==> config.mk <==
export PLATFORM = sky130hd
export DESIGN_NAME = rand_byte_serializer
export DESIGN_NICKNAME = d
export VERILOG_FILES = /design/src/rtl/rand_ser_pkg.sv /design/src/rtl/sync_word_fifo.sv /design/src/rtl/rand_byte_serializer.sv
export SDC_FILE = /design/constraint.sdc
export NUM_CORES = 1
export LEC_CHECK = 0
export CAP_MARGIN = 15
export CORE_ASPECT_RATIO = 0.8
export CORE_UTILIZATION = 60
export CTS_CLUSTER_DIAMETER = 150
export CTS_CLUSTER_SIZE = 12
export DETAILED_ROUTE_END_ITERATION = 10
export DONT_BUFFER_PORTS = 1
export PLACE_DENSITY = 0.78
export SLEW_MARGIN = 30
export SYNTH_ARGS = -nofsm -noshare
export SYNTH_HDL_FRONTEND = slang
export SYNTH_SLANG_ARGS = --single-unit
==> constraint.sdc <==
create_clock -name clk -period 8.74 [get_ports clk]
set_input_delay 0 -clock clk [delete_from_list [all_inputs] [get_ports clk]]
set_output_delay 0 -clock clk [all_outputs]
set_load 0.005 [all_outputs]
==> src/rtl/rand_ser_pkg.sv <==
// Shared types and defaults for the random-word byte serializer.
package rand_ser_pkg;

  typedef enum logic {
    IDLE = 1'b0,
    SEND = 1'b1
  } ser_state_e;

  localparam int BYTE_IDX_W      = 2;
  localparam int DEF_DEPTH       = 8;
  localparam int DEF_FRAME_WORDS = 256;

  localparam logic [BYTE_IDX_W-1:0] LAST_BYTE = BYTE_IDX_W'(3);

endpackage

==> src/rtl/sync_word_fifo.sv <==
// Single-clock word FIFO with extra-MSB binary pointers and a combinational head word.
module sync_word_fifo #(
  parameter int DEPTH = 8,
  parameter int WIDTH = 32
) (
  input  logic                   clk,
  input  logic                   rst_n,
  input  logic                   push,
  input  logic                   pop,
  input  logic [WIDTH-1:0]       wdata,
  output logic [WIDTH-1:0]       rdata,
  output logic                   full,
  output logic                   empty,
  output logic [$clog2(DEPTH):0] count
);

  localparam int AW = $clog2(DEPTH);

  logic [WIDTH-1:0] mem_q [DEPTH];
  logic [AW:0]      wrPtr_q;
  logic [AW:0]      rdPtr_q;
  logic             doPush;
  logic             doPop;

  assign count  = wrPtr_q - rdPtr_q;
  assign empty  = (wrPtr_q == rdPtr_q);
  assign full   = (count == (AW+1)'(DEPTH));
  assign rdata  = mem_q[rdPtr_q[AW-1:0]];
  // A push into a full FIFO is only legal when the head leaves on the same edge.
  assign doPush = push && (!full || pop);
  assign doPop  = pop && !empty;

  always_ff @(posedge clk or negedge rst_n) begin
    if (!rst_n) begin
      wrPtr_q <= '0;
      rdPtr_q <= '0;
    end else begin
      if (doPush) wrPtr_q <= wrPtr_q + 1'b1;
      if (doPop)  rdPtr_q <= rdPtr_q + 1'b1;
    end
  end

  always_ff @(posedge clk) begin
    if (doPush) mem_q[wrPtr_q[AW-1:0]] <= wdata;
  end

endmodule

==> src/rtl/rand_byte_serializer.sv <==
// Buffers a valid-only 32-bit word stream and emits it MSB-first as a valid/ready
// byte stream, marking frame ends and flagging dropped words.
module rand_byte_serializer
  import rand_ser_pkg::*;
#(
  parameter int DEPTH       = DEF_DEPTH,
  parameter int FRAME_WORDS = DEF_FRAME_WORDS
) (
  input  logic                   clk,
  input  logic                   rst_n,
  input  logic                   in_valid,
  input  logic [31:0]            in_data,
  input  logic                   out_ready,
  output logic                   out_valid,
  output logic [7:0]             out_data,
  output logic                   out_last,
  output logic [$clog2(DEPTH):0] fifo_cnt,
  output logic                   overflow,
  output logic                   frame_done
);

  localparam int WC_W = (FRAME_WORDS > 1) ? $clog2(FRAME_WORDS) : 1;
  localparam logic [WC_W-1:0] LAST_WORD = WC_W'(FRAME_WORDS - 1);

  ser_state_e            state_q;
  logic [31:0]           shiftReg_q;
  logic [BYTE_IDX_W-1:0] byteIdx_q;
  logic [WC_W-1:0]       wordCnt_q;
  logic [WC_W-1:0]       wordCnt_d;
  logic                  outValid_q;
  logic [7:0]            outData_q;
  logic                  outLast_q;
  logic                  overflow_q;
  logic                  frameDone_q;

  logic                  byteHs;
  logic                  lastByteHs;
  logic                  frameEnd;
  logic                  wordPop;
  logic                  fifoPush;
  logic                  fifoFull;
  logic                  fifoEmpty;
  logic [31:0]           headWord;

  assign byteHs     = outValid_q && out_ready;
  assign lastByteHs = byteHs && (byteIdx_q == LAST_BYTE);
  assign frameEnd   = lastByteHs && (wordCnt_q == LAST_WORD);
  // out_valid is low exactly in IDLE, so the IDLE load and the back-to-back reload share one term.
  assign wordPop    = !fifoEmpty && ((state_q == IDLE) || lastByteHs);
  assign fifoPush   = in_valid && (!fifoFull || wordPop);
  assign wordCnt_d  = frameEnd ? '0 : wordCnt_q + 1'b1;

  sync_word_fifo #(
    .DEPTH (DEPTH),
    .WIDTH (32)
  ) u_fifo (
    .clk   (clk),
    .rst_n (rst_n),
    .push  (fifoPush),
    .pop   (wordPop),
    .wdata (in_data),
    .rdata (headWord),
    .full  (fifoFull),
    .empty (fifoEmpty),
    .count (fifo_cnt)
  );

  always_ff @(posedge clk or negedge rst_n) begin
    if (!rst_n) begin
      state_q     <= IDLE;
      shiftReg_q  <= '0;
      byteIdx_q   <= '0;
      wordCnt_q   <= '0;
      outValid_q  <= 1'b0;
      outData_q   <= '0;
      outLast_q   <= 1'b0;
      overflow_q  <= 1'b0;
      frameDone_q <= 1'b0;
    end else begin
      frameDone_q <= frameEnd;
      if (in_valid && fifoFull && !wordPop) overflow_q <= 1'b1;
      if (lastByteHs) wordCnt_q <= wordCnt_d;

      case (state_q)
        IDLE: begin
          if (wordPop) begin
            shiftReg_q <= headWord;
            outData_q  <= headWord[31:24];
            byteIdx_q  <= '0;
            outValid_q <= 1'b1;
            outLast_q  <= 1'b0;
            state_q    <= SEND;
          end
        end
        SEND: begin
          if (lastByteHs) begin
            if (wordPop) begin
              shiftReg_q <= headWord;
              outData_q  <= headWord[31:24];
              byteIdx_q  <= '0;
              outLast_q  <= 1'b0;
            end else begin
              outValid_q <= 1'b0;
              outLast_q  <= 1'b0;
              state_q    <= IDLE;
            end
          end else if (byteHs) begin
            byteIdx_q  <= byteIdx_q + 1'b1;
            outData_q  <= shiftReg_q[23:16];
            shiftReg_q <= {shiftReg_q[23:0], 8'h00};
            // Byte 3 of the frame's final word is about to be presented.
            outLast_q  <= (byteIdx_q == BYTE_IDX_W'(2)) && (wordCnt_q == LAST_WORD);
          end
        end
        default: state_q <= IDLE;
      endcase
    end
  end

  assign out_valid  = outValid_q;
  assign out_data   = outData_q;
  assign out_last   = outLast_q;
  assign overflow   = overflow_q;
  assign frame_done = frameDone_q;

endmodule

Word-level counts from Yosys, hierarchy flattened
Memories as Yosys holds them, arrays and structs flattened.
Index checks and enable logic that the tools add are counted.
{"block": "classes", "add_sub_neg": 5, "eq_ne": 9, "n_mux": 26, "bitwise": 1, "n_reduce_logical": 17}
{"op": "2-to-1 mux 32 bit", "count": 3}
{"op": "case mux 32 bit (2 select lines)", "count": 1}
{"op": "2-to-1 mux 8 bit", "count": 4}
{"op": "case mux 8 bit (2 select lines)", "count": 1}
{"op": "logical AND 1 bit", "count": 10}
{"op": "2-to-1 mux 1 bit", "count": 10}
{"op": "adder 4 x 1 -> 4 bit, second input constant", "count": 2}
{"op": "adder 8 x 1 -> 8 bit, second input constant", "count": 1}
{"op": "equality test 8 bit, second input constant", "count": 1}
{"op": "2-to-1 mux 2 bit", "count": 3}
{"op": "case mux 1 bit (2 select lines)", "count": 3}
{"op": "equality test 2 bit, second input constant", "count": 2}
{"op": "equality test 4 bit", "count": 1}
{"op": "equality test 4 bit, second input constant", "count": 1}
{"op": "inequality test 2 x 1 -> 1 bit, second input constant", "count": 2}
{"op": "case mux 2 bit (2 select lines)", "count": 1}
{"op": "subtractor 4 bit", "count": 1}
{"op": "logical NOT 1 bit", "count": 3}
{"op": "inequality test 3 x 1 -> 1 bit, second input constant", "count": 1}
{"op": "AND reduction 3 bit", "count": 1}
{"op": "adder 2 x 1 -> 2 bit, second input constant", "count": 1}
{"op": "logical OR 1 bit", "count": 2}
{"op": "inequality test 2 bit, second input constant", "count": 1}
{"op": "AND reduction 2 bit", "count": 1}
{"op": "NOT 1 bit", "count": 1}
{"block": "totals", "reg_bits": 63, "ram_bits": 256, "inputBits": 36, "out_inout_bits": 16, "elab_cells": 70, "memories": 1}
{"memory": "u_fifo.mem_q", "depth": 8, "width": 32, "rd": 1, "rd_ports_with_merged_regs": 0, "wr": 1, "line_no": "sync_word_fifo.sv:19", "text": "logic [WIDTH-1:0] mem_q [DEPTH];"}

Longest topological paths before layout
Gate-level depths: netlist of the first run.
{"block": "logic_depth", "ltp_word": 9, "depth_mapped": 10, "depth_no_buf": 9}

Cells and area by module
A second synthesis of the first run with hierarchy kept.
{"block": "hier_totals", "cells_unflattened": 680, "area_unflattened_um2": 12354.3}
{"mod": "sync_word_fifo", "n_inst": 1, "cells_each": 498, "area_each_um2": 10154.7, "seq_area_each_um2": 7887.6}
{"mod": "rand_byte_serializer", "n_inst": 1, "cells_each": 182, "area_each_um2": 2199.6, "seq_area_each_um2": 1176.1}

Worst setup path before layout of the first run
OpenSTA, ideal clock, no wires.
{"block": "synth_timing", "path_kind": "flip-flop to flip-flop", "startpoint": "register u_fifo.rdPtr_q[2]", "endpoint": "memory u_fifo.mem_q[4][0], enable pin", "t_arrival_ps": 4395, "required_ps": 8279, "setup_slack_ps": 3884, "stages_incl_launch_ff": 10, "path_buffers": 2, "cell_sequence": "dfrtp_1 -> clkbuf_1 -> buf_1 -> inv_2 -> ha_1 -> a21oi_1 -> and3_1 -> o41ai_4 -> or2_1 -> nor3_1"}
{"block": "synth_via", "elab_chain_cells": 8, "word_cells_on_any_way": 11, "classes_between": "add/sub (1); eq/ne (2); mux (2); reduce/logical (6)"}
{"item": "from (decl)", "line_no": "sync_word_fifo.sv:21", "text": "logic [AW:0] rdPtr_q;"}
{"item": "from (signal assigned)", "line_no": "sync_word_fifo.sv:39", "text": "if (doPop) rdPtr_q <= rdPtr_q + 1'b1;"}
{"item": "subtractor 4 bit / equality test 4 bit (equally long branches)", "line_no": "sync_word_fifo.sv:25, sync_word_fifo.sv:26"}
{"item": "equality test 4 bit / logical NOT 1 bit (equally long branches)", "line_no": "sync_word_fifo.sv:27, rand_byte_serializer.sv:49"}
{"item": "logical NOT 1 bit / logical AND 1 bit (equally long branches)", "line_no": "sync_word_fifo.sv:30, rand_byte_serializer.sv:50, rand_byte_serializer.sv:49"}
{"item": "logical OR 1 bit (*)", "line_no": "sync_word_fifo.sv:30, rand_byte_serializer.sv:50"}
{"item": "logical AND 1 bit", "line_no": "rand_byte_serializer.sv:50", "text": "assign fifoPush = in_valid && (!fifoFull || wordPop);"}
{"item": "logical AND 1 bit (*)", "line_no": "sync_word_fifo.sv:30", "text": "assign doPush = push && (!full || pop);"}
{"item": "2-to-1 mux 1 bit (*)", "line_no": "sync_word_fifo.sv:44", "text": "if (doPush) mem_q[wrPtr_q[AW-1:0]] <= wdata;"}
{"item": "2-to-1 mux 1 bit (implied by the code) (*)", "line_no": "sync_word_fifo.sv:44"}
{"item": "to (decl)", "line_no": "sync_word_fifo.sv:19"}
Mark *: on every way between the ends. The rest lies on a longest branch, timed or not.

Worst setup path after layout of the first run
{"block": "layout_timing", "startpoint": "register u_fifo.rdPtr_q[0]", "endpoint": "memory u_fifo.mem_q[1][12], enable pin"}
{"block": "layout_via", "elab_chain_cells": 8, "word_cells_on_any_way": 11, "classes_between": "add/sub (1); eq/ne (2); mux (2); reduce/logical (6)"}
{"item": "subtractor 4 bit (*)", "line_no": "sync_word_fifo.sv:25", "text": "assign count = wrPtr_q - rdPtr_q;"}
{"item": "via fifo_cnt[2]", "line_no": "rand_byte_serializer.sv:17", "text": "output logic [$clog2(DEPTH):0] fifo_cnt,"}
{"item": "equality test 4 bit (*)", "line_no": "sync_word_fifo.sv:27", "text": "assign full = (count == (AW+1)'(DEPTH));"}
{"item": "logical NOT 1 bit (*)", "line_no": "sync_word_fifo.sv:30, rand_byte_serializer.sv:50"}
{"item": "logical OR 1 bit (*)", "line_no": "sync_word_fifo.sv:30, rand_byte_serializer.sv:50"}
{"item": "logical AND 1 bit", "line_no": "rand_byte_serializer.sv:50"}
{"item": "logical AND 1 bit (*)", "line_no": "sync_word_fifo.sv:30"}
{"item": "2-to-1 mux 1 bit (*)", "line_no": "sync_word_fifo.sv:44"}
{"item": "2-to-1 mux 1 bit (implied by the code) (*)", "line_no": "sync_word_fifo.sv:44"}
Mark *: on every way through the listed nets, which the timed path passes. The rest lies on a longest branch.

==> results of run 1 <==
area by class of cell:
class / count / area [sq um] / share of cell area
Timing Repair Buffer: 48 / 568 / 0.0416
Clock inverter: 1 / 8.76 / 0.000642
Inverter: 8 / 30.0 / 0.00220
Clock buffer: 53 / 816 / 0.0598
Sequential cell: 311 / 9070 / 0.665
Multi-Input combinational cell: 288 / 2830 / 0.207
Tap cell: 258 / 323 / 0.0237
synthesized netlist by cell type (2+ instances only):
| master | n |
|---|---|
| a21oi_1 | 3 |
| a22o_1 | 2 |
| a31oi_1 | 24 |
| and3_1 | 2 |
| buf_2 | 11 |
| clkbuf_1 | 17 |
| dfrtp_1 | 55 |
| edfxtp_1 | 256 |
| ha_1 | 8 |
| inv_1 | 6 |
| mux2i_1 | 8 |
| mux4_2 | 64 |
| nand2_1 | 75 |
| nand2b_1 | 3 |
| nand3_1 | 6 |
| nand4_1 | 4 |
| nor2_1 | 15 |
| nor3_1 | 6 |
| o21ai_0 | 16 |
| o22ai_1 | 24 |
| xnor2_1 | 6 |
| xor2_1 | 6 |
layer usage:
layer,track usage,part of all wire,vias up
li1,-,-,2639
met1,0.364,0.42,3244
met2,0.418,0.49,281
met3,0.0393,0.073,46
met4,0.0616,0.018,0
met5,0,0,-
sequential cells by signal, summed over array words and instances (netlist names), 2 cells and up:
signal and cells:
wordCnt_q 8, u_fifo.wrPtr_q 4, shiftReg_q 24, out_data 8
byteIdx_q 2, u_fifo.mem_q 256, u_fifo.rdPtr_q 4
cells by family (layout without fill, tap and decap cells):
group	after synthesis	count (layout)	synth area share
multiplexers	73	73	0.128
XOR/XNOR	13	13	0.0101
flip-flops	311	311	0.757
adder cells (fa/ha/maj)	9	9	0.0100
buffers and inverters	37	110	0.0127
AO/OA/AOI/OAI	75	75	0.0405
AND/OR/NAND/NOR	118	118	0.0420
stage by stage:
stage / utilization / hold WS, ns
after CTS: 0.708 / 0.0154
after detailed placement: 0.646 / -0.294
after floorplan: - / -0.296
after global placement: 0.638 / -0.294
final: 0.709 / 0.0369
after global routing: 0.709 / 0.0651
critical path: stages (launching register included):
cell and delay, ns:
dfrtp_4 0.89, ha_1 0.29, inv_1 0.07, fa_1 0.39, xor2_1 0.19, or3_1 0.39
o41ai_4 0.49, nand2b_1 0.42, nor2_4 0.24, buf_16 0.22
power groups by stage:
stage / clock network (mW) / logic, mW / registers (mW)
final: 1.14 / 1.25 / 2.13
after global routing: 1.21 / 1.35 / 2.16
after CTS: 1.15 / 1.25 / 2.13
after detailed placement: 0 / 1.20 / 2.16
after global placement: 0 / 1.11 / 2.14
after floorplan: 0 / 0.917 / 2.05
timing repair:
item	in CTS	in global routing
hold endpoints to repair	321	0
hold buffers	36	0
resized for setup	0	0
buffers inserted	0	0
path summary, 6_finish.rpt:
kind | endpoint | cells after the start
setup / recovery | u_fifo.mem_q[1][12]$_DFFE_PP_ | 9
hold / removal | wordCnt_q[1]$_DFFE_PN0P_ | 3
setup reg to reg | u_fifo.mem_q[1][12]$_DFFE_PP_ | 9
hold reg to reg | shiftReg_q[7]$_DFFE_PN0P_ | 2
max in group asynchronous | u_fifo.rdPtr_q[2]$_DFFE_PN0P_ | 2
min in group asynchronous | shiftReg_q[7]$_DFFE_PN0P_ | 2
==> results.yml, run 1 <==
synthesis:
  synth_seq_cells: 311
  ys_top_cells_by_area: "edfxtp_1 64%, mux4_2 12%, dfrtp_1 11%"
  synthFlopType: "edfxtp_1"
  synth-edff-count: 256
  syn_area_per_cell_sq_um: 18.8
  async_reset_ff_frac: 0.177
  synth-seq-area-share: 0.757
  yosysWarnings: 0
  syn_nets: 681
  yosysUniqueCellTypes: 41
  yosysTopAreaCellShare: 0.642
  netlist_area_sq_um: 12000
  yosysTopAreaCell: "edfxtp_1"
  syn_inst: 636
cts:
  cts_root_buf: "clkbuf_16"
  clock_latency_ns: 0.55
  path_clk_slew_ns: 0.06
  clk_path_buf_depth: 3
  cts_sinks: 311
  cts_tree: "done"
  htree_levels: 1
  cts_buffers: 29
route:
  drt_iter0_markers: 811
  antenna_left: 0
  first_pass_iters: 5
  wirelength_mm: 24.6
  vias: 6210
  drc: 0
  viasPerCell: 6.42
  wl_per_cell_um: 25.5
placement:
  port_buffers: 0
  dp_slack_ns: 4.63
  placedCellCount: 877
  placed_area_sq_um: 12400
  gp_congestion: 0.820
  dp_hpwl_mm: 14.5
finish:
  final_cell_mix: "256 x edfxtp_1, 75 x nand2_1, 64 x mux4_2, 53 x dfrtp_1, 35 x dlygate4sd3_1"
  fin_cells: 967
  syn2layout_area_growth_pct: 13.9
  num_antenna_cells: 0
  final_area_sq_um: 13600
  fill_cells: 1214
  drive_gt1_frac: 0.178
  final_common_cell: "edfxtp_1"
  nets: 731
worst_hold_path:
  min_path_type: "input pin to register"
  hp-start: "out_ready"
global_routing:
  grt_use_total: 0.253
  grt_overflow: 0
  grt_max_degree: 56
  grt_first_pass_wirelength_mm: 38.6
  grt_pass1_vias: 6547
  antenna_found_initial: 1
status:
  status: "finished clean"
timing:
  drv_slew: 0
  final.min_clock_period_ns: 3.86
  setup_viol: 0
  relSlewSlack: 0.486
  rsz0062_at_grt: "no"
  tightestPinTransition_ns: 0.769
  setup_tns_ns: 0
  finalClockSkew_ns: 0.0170
  hold_viol: 0
  fin_crit_sh: 0.442
  layout_setup_ws_ns: 4.88
  fmax_mhz: 259
die:
  die_height_um: 128
  die_area_sq_um: 20500
  die_w_um: 160
  core.rowCount: 45
  core_area_sq_um: 19300
  start_util: 0.622
  ios: 52
power_and_ir_drop:
  combPwrFrac: 0.276
  clkPwrFrac: 0.251
  power_mw: 4.52
  p_seq_frac: 0.472
  internal-power_mw: 3.10
  p_sw_frac: 0.314
  power.density_nw_per_um2: 331
  total_leakage_power_nw: 4.61
  vdd_drop_max_mv: 0.227
  power_switching_mw: 1.42
run:
  maxCapViolCount: 0
critical_path:
  cp-end-kind: "register"
  critical_path_class: "register to register"
  startpoint: "u_fifo.rdPtr_q[0]$_DFFE_PN0P_"
  cp_max_fo: 35
  arrival_ns: 4.16
  ff2ff_setup_slack_ns: 4.88
  required_ns: 9.03
  cp-start-kind: "register"
  reg2reg_from: "u_fifo.rdPtr_q[0]$_DFFE_PN0P_"
Note: power is estimated with default switching activity, not from simulation.
==> run 2, diff against run 1 <==
Settings changed: CORE_UTILIZATION 60 to 57, PLACE_DENSITY 0.78 to 0.77.
Clock period 8.74 ns to 3.5 ns, I/O delays scaled along.
==> results.yml, run 2 (synthesized netlist as in run 1, its figures left out) <==
status:
  status: "finished clean"
route:
  drt_iter0_markers: 572
  drc: 0
  wirelength_mm: 24.2
  vias: 6148
  wl_per_cell_um: 24.4
  first_pass_iters: 5
  antenna_left: 0
  viasPerCell: 6.21
critical_path:
  arrival_ns: 3.55
  cp-start-kind: "register"
  cp.depth: 10
  ff2ff_setup_slack_ns: 0.16
  required_ns: 3.71
  cp_max_fo: 20
  path_cells: "inv_1 > ha_1 > inv_1 > fa_1 > xor2_1 > or3_1 > o41ai_4 > buf_4 > nor3_4 > buf_4"
  cp-end-kind: "register"
  slowest_delay_ns: 0.73
  rr_worst_depth: 10
  critical_path_class: "register to register"
  cpMaxStageDelayCell: "nor3_4"
  reg2reg_from: "u_fifo.wrPtr_q[0]$_DFFE_PN0P_"
  r2r-end: "u_fifo.mem_q[7][14]$_DFFE_PP_"
  worst-path-buf-inv: 4
  path_delay_family: "simple AND/OR/NAND/NOR gates"
finish:
  regArea_sq_um: 9070
  drive_gt1_frac: 0.189
  final_area_sq_um: 13800
  largest_register_ffs: 256
  num_antenna_cells: 0
  final_cell_mix: "256 x edfxtp_1, 75 x nand2_1, 64 x mux4_2, 53 x dfrtp_1, 35 x dlygate4sd3_1"
  syn2layout_area_growth_pct: 14.9
  final_common_cell: "edfxtp_1"
  fill_cells: 1300
  nets: 743
  final_util: 0.667
  multiInputGateArea_sq_um: 2840
timing:
  relSlewSlack: 0.400
  drv_slew: 0
  tightestPinTransition_ns: 0.897
  finalClockSkew_ns: 0.00960
  final.min_clock_period_ns: 3.34
  setup_viol: 0
  hold_viol: 0
  timing.hold.ws_ns: 0.0212
  rsz0062_at_grt: "no"
  fmax_mhz: 300
  fin_crit_sh: 0.953
cts:
  ctsResizeCount: 0
  clock_latency_ns: 0.54
  cts_tree: "done"
  cts_buffers: 29
  cts_root_buf: "clkbuf_16"
  cts_hold_buf: 36
  path_clk_slew_ns: 0.07
  htree_levels: 1
  cts_sinks: 311
  clk_path_buf_depth: 3
  cts_setup_buffers: 0
die:
  core_area_sq_um: 20600
  ios: 52
  start_util: 0.580
  core.rowCount: 47
  die_area_sq_um: 21600
  die_height_um: 132
  die_w_um: 164
run:
  maxCapViolCount: 0
placement:
  port_buffers: 0
  dp_hpwl_mm: 14.7
  placed_area_sq_um: 12600
  gp_congestion: 0.808
global_routing:
  antenna_found_initial: 0
  grt_max_degree: 56
  grt_overflow: 0
  grt_first_pass_wirelength_mm: 37.7
  grt_pass1_vias: 6606
  grt_use_total: 0.236
power_and_ir_drop:
  power_mw: 11.4
  vdd_drop_max_mv: 0.501
  total_leakage_power_nw: 4.67
  power.density_nw_per_um2: 829
worst_hold_path:
  min_path_type: "input pin to async pin"
-- run 2: cell types whose count changed in the layout (fill, tap and decap cells not counted) --
cell      delta
inv_2        -1
nand3_2      -1
nand3_1      +1
nor3_2       -2
buf_8        +1
buf_4       +11
nor3_4       +2
clkinv_1     +1
-- run 2: per-stage QoR --
step	setup slack [ns]	TNS, ns	std cells
global route	0.0138	0	990
finish	0.164	0	990
global placement	0.377	0	894
floorplan	-0.498	-92.37	636
detailed placement	0.231	0	900
CTS	0.193	0	990
-- run 2: worst max path at each step --
stage | startpoint | to
5_1_grt | u_fifo.wrPtr_q[0]$_DFFE_PN0P_ | u_fifo.mem_q[7][1]$_DFFE_PP_
6_report | u_fifo.wrPtr_q[0]$_DFFE_PN0P_ | u_fifo.mem_q[7][14]$_DFFE_PP_
3_3_place_gp | u_fifo.wrPtr_q[0]$_DFFE_PN0P_ | u_fifo.mem_q[1][23]$_DFFE_PP_
3_5_place_dp | u_fifo.wrPtr_q[0]$_DFFE_PN0P_ | u_fifo.mem_q[7][4]$_DFFE_PP_
2_1_floorplan | u_fifo.rdPtr_q[2]$_DFFE_PN0P_ | u_fifo.mem_q[6][0]$_DFFE_PP_
4_1_cts | u_fifo.wrPtr_q[0]$_DFFE_PN0P_ | u_fifo.mem_q[7][13]$_DFFE_PP_
-- run 2: report_power, final --
part | switching (mW) | total (mW) | internal [mW]
combinational | 1.91 | 3.38 | 1.47
sequential | 0.391 | 5.21 | 4.82
clock | 1.26 | 2.82 | 1.56
total | 3.56 | 11.4 | 7.85
-- run 2: cell type report --
cell class / count / share of cell area
Clock buffer: 53 / 0.0593
Clock inverter: 1 / 0.000636
Inverter: 8 / 0.00218
Multi-Input combinational cell: 288 / 0.206
Sequential cell: 311 / 0.659
Tap cell: 269 / 0.0245
Timing Repair Buffer: 60 / 0.0484
-- run 2: metal layers --
metal | GRT usage | wire [um] | vias to the layer above
met5 | 0 | 0 | -
met4 | 0.0746 | 675 | 0
met3 | 0.0458 | 1870 | 56
met2 | 0.370 | 11700 | 232
met1 | 0.337 | 9950 | 3199
li1 | - | - | 2661
